<file path="config.mk">
export PLATFORM = sky130hd
export DESIGN_NAME = fpalu_operand_issue
export DESIGN_NICKNAME = d
export VERILOG_FILES = /design/src/rtl/fpalu_pkg.sv /design/src/rtl/fp32_classify.sv /design/src/rtl/fpalu_operand_issue.sv
export SDC_FILE = /design/constraint.sdc
export NUM_CORES = 1
export LEC_CHECK = 0
export BUFFER_PORTS_ARGS = -buffer_cell sky130_fd_sc_hd__clkbuf_2
export CORE_AREA = 2 2 151 153
export DETAILED_ROUTE_END_ITERATION = 10
export DIE_AREA = 0 0 153 155
export PLACE_DENSITY = 0.8
export SLEW_MARGIN = 5
export SYNTH_ARGS = -nofsm -noshare
export SYNTH_HDL_FRONTEND = slang
export SYNTH_HIERARCHICAL = 1
export SYNTH_SLANG_ARGS = --single-unit
</file>
<file path="constraint.sdc">
create_clock -name clk -period 4.5 [get_ports clk]
set_input_delay 0.225 -clock clk [delete_from_list [all_inputs] [get_ports clk]]
set_output_delay 0.225 -clock clk [all_outputs]
set_load 0.01 [all_outputs]
</file>
<file path="src/rtl/fpalu_pkg.sv">
`default_nettype none
// ============================================================================
// Module   : fpalu_pkg
// Brief    : Shared FP32 field constants, class-bit positions and opcodes
//            for the FP32 add/multiply ALU slice.
// Revision : 1.0 - initial release
// ============================================================================
package fpalu_pkg;

    localparam logic [7:0] EXP_MAX  = 8'hFF;
    localparam logic [7:0] BIAS     = 8'd127;
    localparam int         SIGN_BIT = 31;

    localparam int CLS_ZERO = 0;
    localparam int CLS_INF  = 1;
    localparam int CLS_NAN  = 2;

    localparam logic OP_ADD = 1'b0;
    localparam logic OP_MUL = 1'b1;

    typedef struct packed {
        logic [31:0] a;
        logic [31:0] b;
        logic        op;
        logic [2:0]  acls;
        logic [2:0]  bcls;
    } issue_entry_t;

endpackage : fpalu_pkg
`default_nettype wire

</file>
<file path="src/rtl/fp32_classify.sv">
`default_nettype none
// ============================================================================
// Module   : fp32_classify
// Brief    : Combinational FP32 classifier {nan, inf, zero}; optionally
//            flushes subnormals to signed zero (FPALU_DENORM_FLUSH_EN).
// Revision : 1.0 - initial release
// ============================================================================
module fp32_classify
    import fpalu_pkg::*;
(
    input  logic [31:0] i_value,
    output logic [2:0]  o_cls,
    output logic [31:0] o_value
);

    logic [7:0]  w_exp;
    logic [22:0] w_man;
    logic        w_exp_zero;
    logic        w_exp_max;
    logic        w_man_zero;

    assign w_exp      = i_value[30:23];
    assign w_man      = i_value[22:0];
    assign w_exp_zero = (w_exp == 8'h00);
    assign w_exp_max  = (w_exp == EXP_MAX);
    assign w_man_zero = (w_man == 23'd0);

    assign o_cls[CLS_INF] = w_exp_max && w_man_zero;
    assign o_cls[CLS_NAN] = w_exp_max && !w_man_zero;

`ifdef FPALU_DENORM_FLUSH_EN
    // Subnormals collapse to signed zero, so any zero exponent classifies as zero.
    assign o_cls[CLS_ZERO] = w_exp_zero;
    assign o_value         = (w_exp_zero && !w_man_zero) ? {i_value[SIGN_BIT], 31'd0} : i_value;
`else
    assign o_cls[CLS_ZERO] = w_exp_zero && w_man_zero;
    assign o_value         = i_value;
`endif

endmodule : fp32_classify
`default_nettype wire

</file>
<file path="src/rtl/fpalu_operand_issue.sv">
`default_nettype none
// ============================================================================
// Module   : fpalu_operand_issue
// Brief    : Operand issue FIFO for the FP32 ALU; classifies operands at
//            enqueue. Subnormal flush enabled by FPALU_DENORM_FLUSH_EN.
// Revision : 1.0 - initial release
// ============================================================================
module fpalu_operand_issue
    import fpalu_pkg::*;
#(
    parameter int DEPTH = 4,
    parameter int TAG_W = 4
) (
    input  logic                       clk,
    input  logic                       rst_n,
    input  logic                       in_valid,
    output logic                       in_ready,
    input  logic [31:0]                in_a,
    input  logic [31:0]                in_b,
    input  logic                       in_op,
    input  logic [TAG_W-1:0]           in_tag,
    output logic                       out_valid,
    input  logic                       out_ready,
    output logic [31:0]                out_a,
    output logic [31:0]                out_b,
    output logic                       out_op,
    output logic [TAG_W-1:0]           out_tag,
    output logic [2:0]                 out_acls,
    output logic [2:0]                 out_bcls,
    output logic [$clog2(DEPTH):0]     level
);

    localparam int c_ptr_w = $clog2(DEPTH);
    localparam int c_cnt_w = c_ptr_w + 1;
    localparam logic [c_cnt_w-1:0] c_depth   = c_cnt_w'(DEPTH);
    localparam logic [c_cnt_w-1:0] c_cnt_one = c_cnt_w'(1);
    localparam logic [c_ptr_w-1:0] c_ptr_one = c_ptr_w'(1);

    logic [c_ptr_w-1:0] r_wr_ptr;
    logic [c_ptr_w-1:0] r_rd_ptr;
    logic [c_cnt_w-1:0] r_count;

    issue_entry_t       r_mem     [DEPTH];
    logic [TAG_W-1:0]   r_mem_tag [DEPTH];

    logic               w_full;
    logic               w_empty;
    logic               w_push;
    logic               w_pop;
    logic [2:0]         w_acls;
    logic [2:0]         w_bcls;
    logic [31:0]        w_a_stored;
    logic [31:0]        w_b_stored;
    issue_entry_t       w_head;

    fp32_classify u_cls_a (
        .i_value (in_a),
        .o_cls   (w_acls),
        .o_value (w_a_stored)
    );

    fp32_classify u_cls_b (
        .i_value (in_b),
        .o_cls   (w_bcls),
        .o_value (w_b_stored)
    );

    assign w_full  = (r_count == c_depth);
    assign w_empty = (r_count == '0);
    // Full refuses a push even when a pop frees a slot in the same cycle.
    assign w_push  = in_valid && !w_full;
    assign w_pop   = out_ready && !w_empty;

    always_ff @(posedge clk or negedge rst_n) begin
        if (!rst_n) begin
            r_wr_ptr <= '0;
            r_rd_ptr <= '0;
            r_count  <= '0;
        end else begin
            if (w_push) begin
                r_wr_ptr <= r_wr_ptr + c_ptr_one;
            end
            if (w_pop) begin
                r_rd_ptr <= r_rd_ptr + c_ptr_one;
            end
            if (w_push && !w_pop) begin
                r_count <= r_count + c_cnt_one;
            end else if (w_pop && !w_push) begin
                r_count <= r_count - c_cnt_one;
            end
        end
    end

    // Storage carries no reset; the empty gate below hides stale contents.
    always_ff @(posedge clk) begin
        if (w_push) begin
            r_mem[r_wr_ptr]     <= '{a: w_a_stored, b: w_b_stored, op: in_op,
                                     acls: w_acls, bcls: w_bcls};
            r_mem_tag[r_wr_ptr] <= in_tag;
        end
    end

    assign w_head    = w_empty ? '0 : r_mem[r_rd_ptr];
    assign out_tag   = w_empty ? '0 : r_mem_tag[r_rd_ptr];
    assign out_a     = w_head.a;
    assign out_b     = w_head.b;
    assign out_op    = w_head.op;
    assign out_acls  = w_head.acls;
    assign out_bcls  = w_head.bcls;
    assign out_valid = !w_empty;
    assign in_ready  = !w_full;
    assign level     = r_count;

endmodule : fpalu_operand_issue
`default_nettype wire

</file>
==> run_results.csv <==
group,metric,value,unit
status,run_status,"finished clean",
finish,layout.nets,857,
power_and_ir_drop,ir_worst_vdd,0.402,mV
clocking,h-tree-depth,1,
hold_path,hp-class,"input port to async pin",
die,start_util,56.0,%
sta,finalWorstSetupSlack,1460,ps
synthesis,synth-compound-area-share,0.221,%
global_routing,first_global_vias,6734,
placement,pre_cts_ws,1770,ps
synthesis,synthesis.yosys.warnings,6,
sta,period_minus_slack,3040,ps
global_routing,global_route_wire_length_before_repair,36.5,mm
setup_path,worstSetupPathType,"flip-flop to primary output",
sta,timing.final.hold_violations,0,
finish,area_delta_synth_final,17.3,%
routing,total_via_count_in_the_routed_design,6194,
setup_path,worstPathBufferInverterCount,2,
global_routing,gr-usage-all-layers,19.9,%
routing,drc_errors,0,
synthesis,synthesis.instances,609,
sta,timing.final.crit_share,67.6,%
placement,place_hpwl,12.8,mm
sta,maxClockFrequency,328,MHz
synthesis,synthAdderAreaFrac,0.663,%
setup_path,cpPeakStageDelay,940,ps
setup_path,crit_slowest_cell,"sky130_fd_sc_hd__dfrtp_4",
synthesis,synth.yosys.seq_area_share,73.7,%
sta,fin_skew,5.07,ps
routing,drt_pre_antenna_iters,4,
routing,routedWlPerCell,22.0,um
sta,worst_pin_slew,1190,ps
synthesis,synth_most_common_cell,"sky130_fd_sc_hd__edfxtp_1",
setup_path,start_kind,"flip-flop",
routing,finalWirelength,23.8,mm
clocking,cts.path.max_buffers,3,
job,timing.max_cap.violations,0,
global_routing,grt_start_max_net_pins,79,
setup_path,cp_endpoint,"out_a[30]",
die,rows,55,
setup_path,reg2reg_setup_slack,1760,ps
setup_path,worst_setup_path_startpoint,"r_rd_ptr[0]",
global_routing,grt_antenna_before_repair,0,
finish,fraction_of_layout_instances_using_a_drive_strength_above_1,35.5,%
synthesis,synth.distinct_cells,27,
routing,via_per_inst,5.70,
die,die_width,153,um
synthesis,main_combinational_cell_family_by_area_after_synthesis,"multiplexers",
finish,post-route-util,65.7,%
synthesis,edff_count_synth,300,
placement,routability_congestion_estimate_from_global_placement,0.764,
synthesis,synth.mux.area_fraction,13.7,%
synthesis,synth_top_cells_by_area,"sky130_fd_sc_hd__edfxtp_1, sky130_fd_sc_hd__mux4_2, sky130_fd_sc_hd__buf_4",
synthesis,synth_commonest_cells,"sky130_fd_sc_hd__edfxtp_1, sky130_fd_sc_hd__and2_1, sky130_fd_sc_hd__mux4_2",
synthesis,post-synth-top-area-cell,"sky130_fd_sc_hd__edfxtp_1",
clocking,cts_clk_pin_slew_worst_paths,60,ps
setup_path,timing.critical_path.fanout_max,41,
synthesis,synth_top_area_share,72.3,%
sta,maxSlewViolCount,0,
synthesis,synth_xor_xnor_area_share,0.422,%
synthesis,synth_top_flop_cell,"sky130_fd_sc_hd__edfxtp_1",
placement,io_buffers,152,
setup_path,regToRegStartpoint,"level[0]",
clocking,clock_sinks,307,
setup_path,r2r_cells,4,
setup_path,critical_path_arrival,2820,ps
setup_path,cp.depth,4,
setup_path,endpoint_type_of_the_worst_setup_path,"primary output",
clocking,number_of_cts_inserted_buffers,30,
power_and_ir_drop,power_leakage,5.06,nW
synthesis,ff_latch_count_synth,307,
sta,rsz0062_at_grt,"no",
synthesis,asyncSetResetFlopFracSynth,2.28,%
synthesis,synth_area,12500,um^2
die,die_area,23700,um^2
setup_path,crit_path_cell_trace,"buf_12, mux4_2, and2_1, clkbuf_2",
global_routing,globalRoute.totalOverflow,0,
routing,antenna_nets_post_route,0,
power_and_ir_drop,power.density,650,nW/um^2
sta,max-slew-margin-rel,20.4,%
synthesis,post_synth_net_total,688,
die,design.portCount,153,
clocking,clk_root_buffer_cell,"sky130_fd_sc_hd__clkbuf_16",
die,die_height,155,um
setup_path,critPathRequiredTime,4280,ps
clocking,cts_tree,"done",
finish,antenna_cells_inserted,0,
sta,timing.setup.tns,0,ps
setup_path,critPathTopFamily,"flip-flops",
synthesis,yosys.area_share.simple,5.75,%
sta,final-setup-viol-count,0,
routing,drt_first_iter_violations,313,
clocking,post_cts.resized_instances,0,
die,core,22200,um^2
synthesis,avg_inst_size_synth,20.4,um^2
power_and_ir_drop,total_power,9.49,mW
clocking,clock_latency,530,ps
setup_path,worstReg2RegEnd,"r_mem[2][41]",
==> routing by layer <==
layer / part of all wire [%] / global-route usage (%)
met1: 40 / 24.7
met3: 5.4 / 3.54
met5: 0 / 0
met4: 2.0 / 5.25
met2: 53 / 36.4
==> stage by stage <==
stage	instances	instance area (um^2)	hold slack, ps
2_1_floorplan	609	12500	-70.6
3_3_place_gp	960	13000	63.4
3_5_place_dp	960	13000	72.1
4_1_cts	1086	14600	43.0
5_1_grt	1086	14600	87.3
6_report	1086	14600	75.6
==> worst min-delay path by stage <==
stage | end | slack [ps] | depth (start not counted)
3_5_place_dp | level[1] | 70 | 1
2_1_floorplan | level[0] | -70 | 0
5_1_grt | level[1] | 90 | 2
3_3_place_gp | level[0] | 60 | 1
6_report | level[1] | 80 | 2
4_1_cts | level[1] | 40 | 2
==> repair_timing <==
item,CTS,global route
endpoints found under the hold margin,285,0
hold buffers,71,0
setup buffers,0,0
==> final cells by class <==
class / count / area, um^2
Fill cell: 1425 / 7620
Multi-Input combinational cell: 209 / 2600
Timing Repair Buffer: 227 / 1510
Inverter: 3 / 11.3
Clock buffer: 35 / 791
Clock inverter: 20 / 139
Sequential cell: 307 / 9190
Tap cell: 285 / 357
==> where the power goes <==
part           internal, mW  switching (mW)
registers              3.79           0.395
clock network          1.36            1.00
logic                  1.48            1.47
total                  6.63            2.87
==> sequential cells by signal (all words and copies together), names as in the netlist <==
name / count
r_wr_ptr: 2
r_mem_tag: 16
r_mem: 284
level: 3
r_rd_ptr: 2
==> kinds of logic (layout without fill, tap and decap cells) <==
kind of cell,after synthesis,count (layout)
buffers and inverters,93,285
muxes,77,77
xor gates and xnor gates,6,6
AOI/OAI and AO/OA,3,3
adders and majority gates,6,6
DFF,307,307
and+or+nand+nor,117,117
==> cells in the final DEF, fill, tap and decap left out, types with 3 or more instances in the layout <==
| cell type | count |
|---|---|
| sky130_fd_sc_hd__ha_1 | 5 |
| sky130_fd_sc_hd__clkbuf_1 | 4 |
| sky130_fd_sc_hd__xnor2_1 | 4 |
| sky130_fd_sc_hd__mux4_2 | 75 |
| sky130_fd_sc_hd__clkinv_2 | 6 |
| sky130_fd_sc_hd__and2_4 | 4 |
| sky130_fd_sc_hd__buf_4 | 3 |
| sky130_fd_sc_hd__clkinv_1 | 11 |
| sky130_fd_sc_hd__nor3_1 | 6 |
| sky130_fd_sc_hd__dfrtp_1 | 5 |
| sky130_fd_sc_hd__inv_1 | 3 |
| sky130_fd_sc_hd__clkbuf_16 | 31 |
| sky130_fd_sc_hd__clkbuf_2 | 152 |
| sky130_fd_sc_hd__nor4_1 | 12 |
| sky130_fd_sc_hd__nand2_1 | 6 |
| sky130_fd_sc_hd__nand4_1 | 6 |
| sky130_fd_sc_hd__dlygate4sd3_1 | 71 |
| sky130_fd_sc_hd__edfxtp_1 | 300 |
| sky130_fd_sc_hd__and2_1 | 75 |
Note: power is estimated with default switching activity, not from simulation.
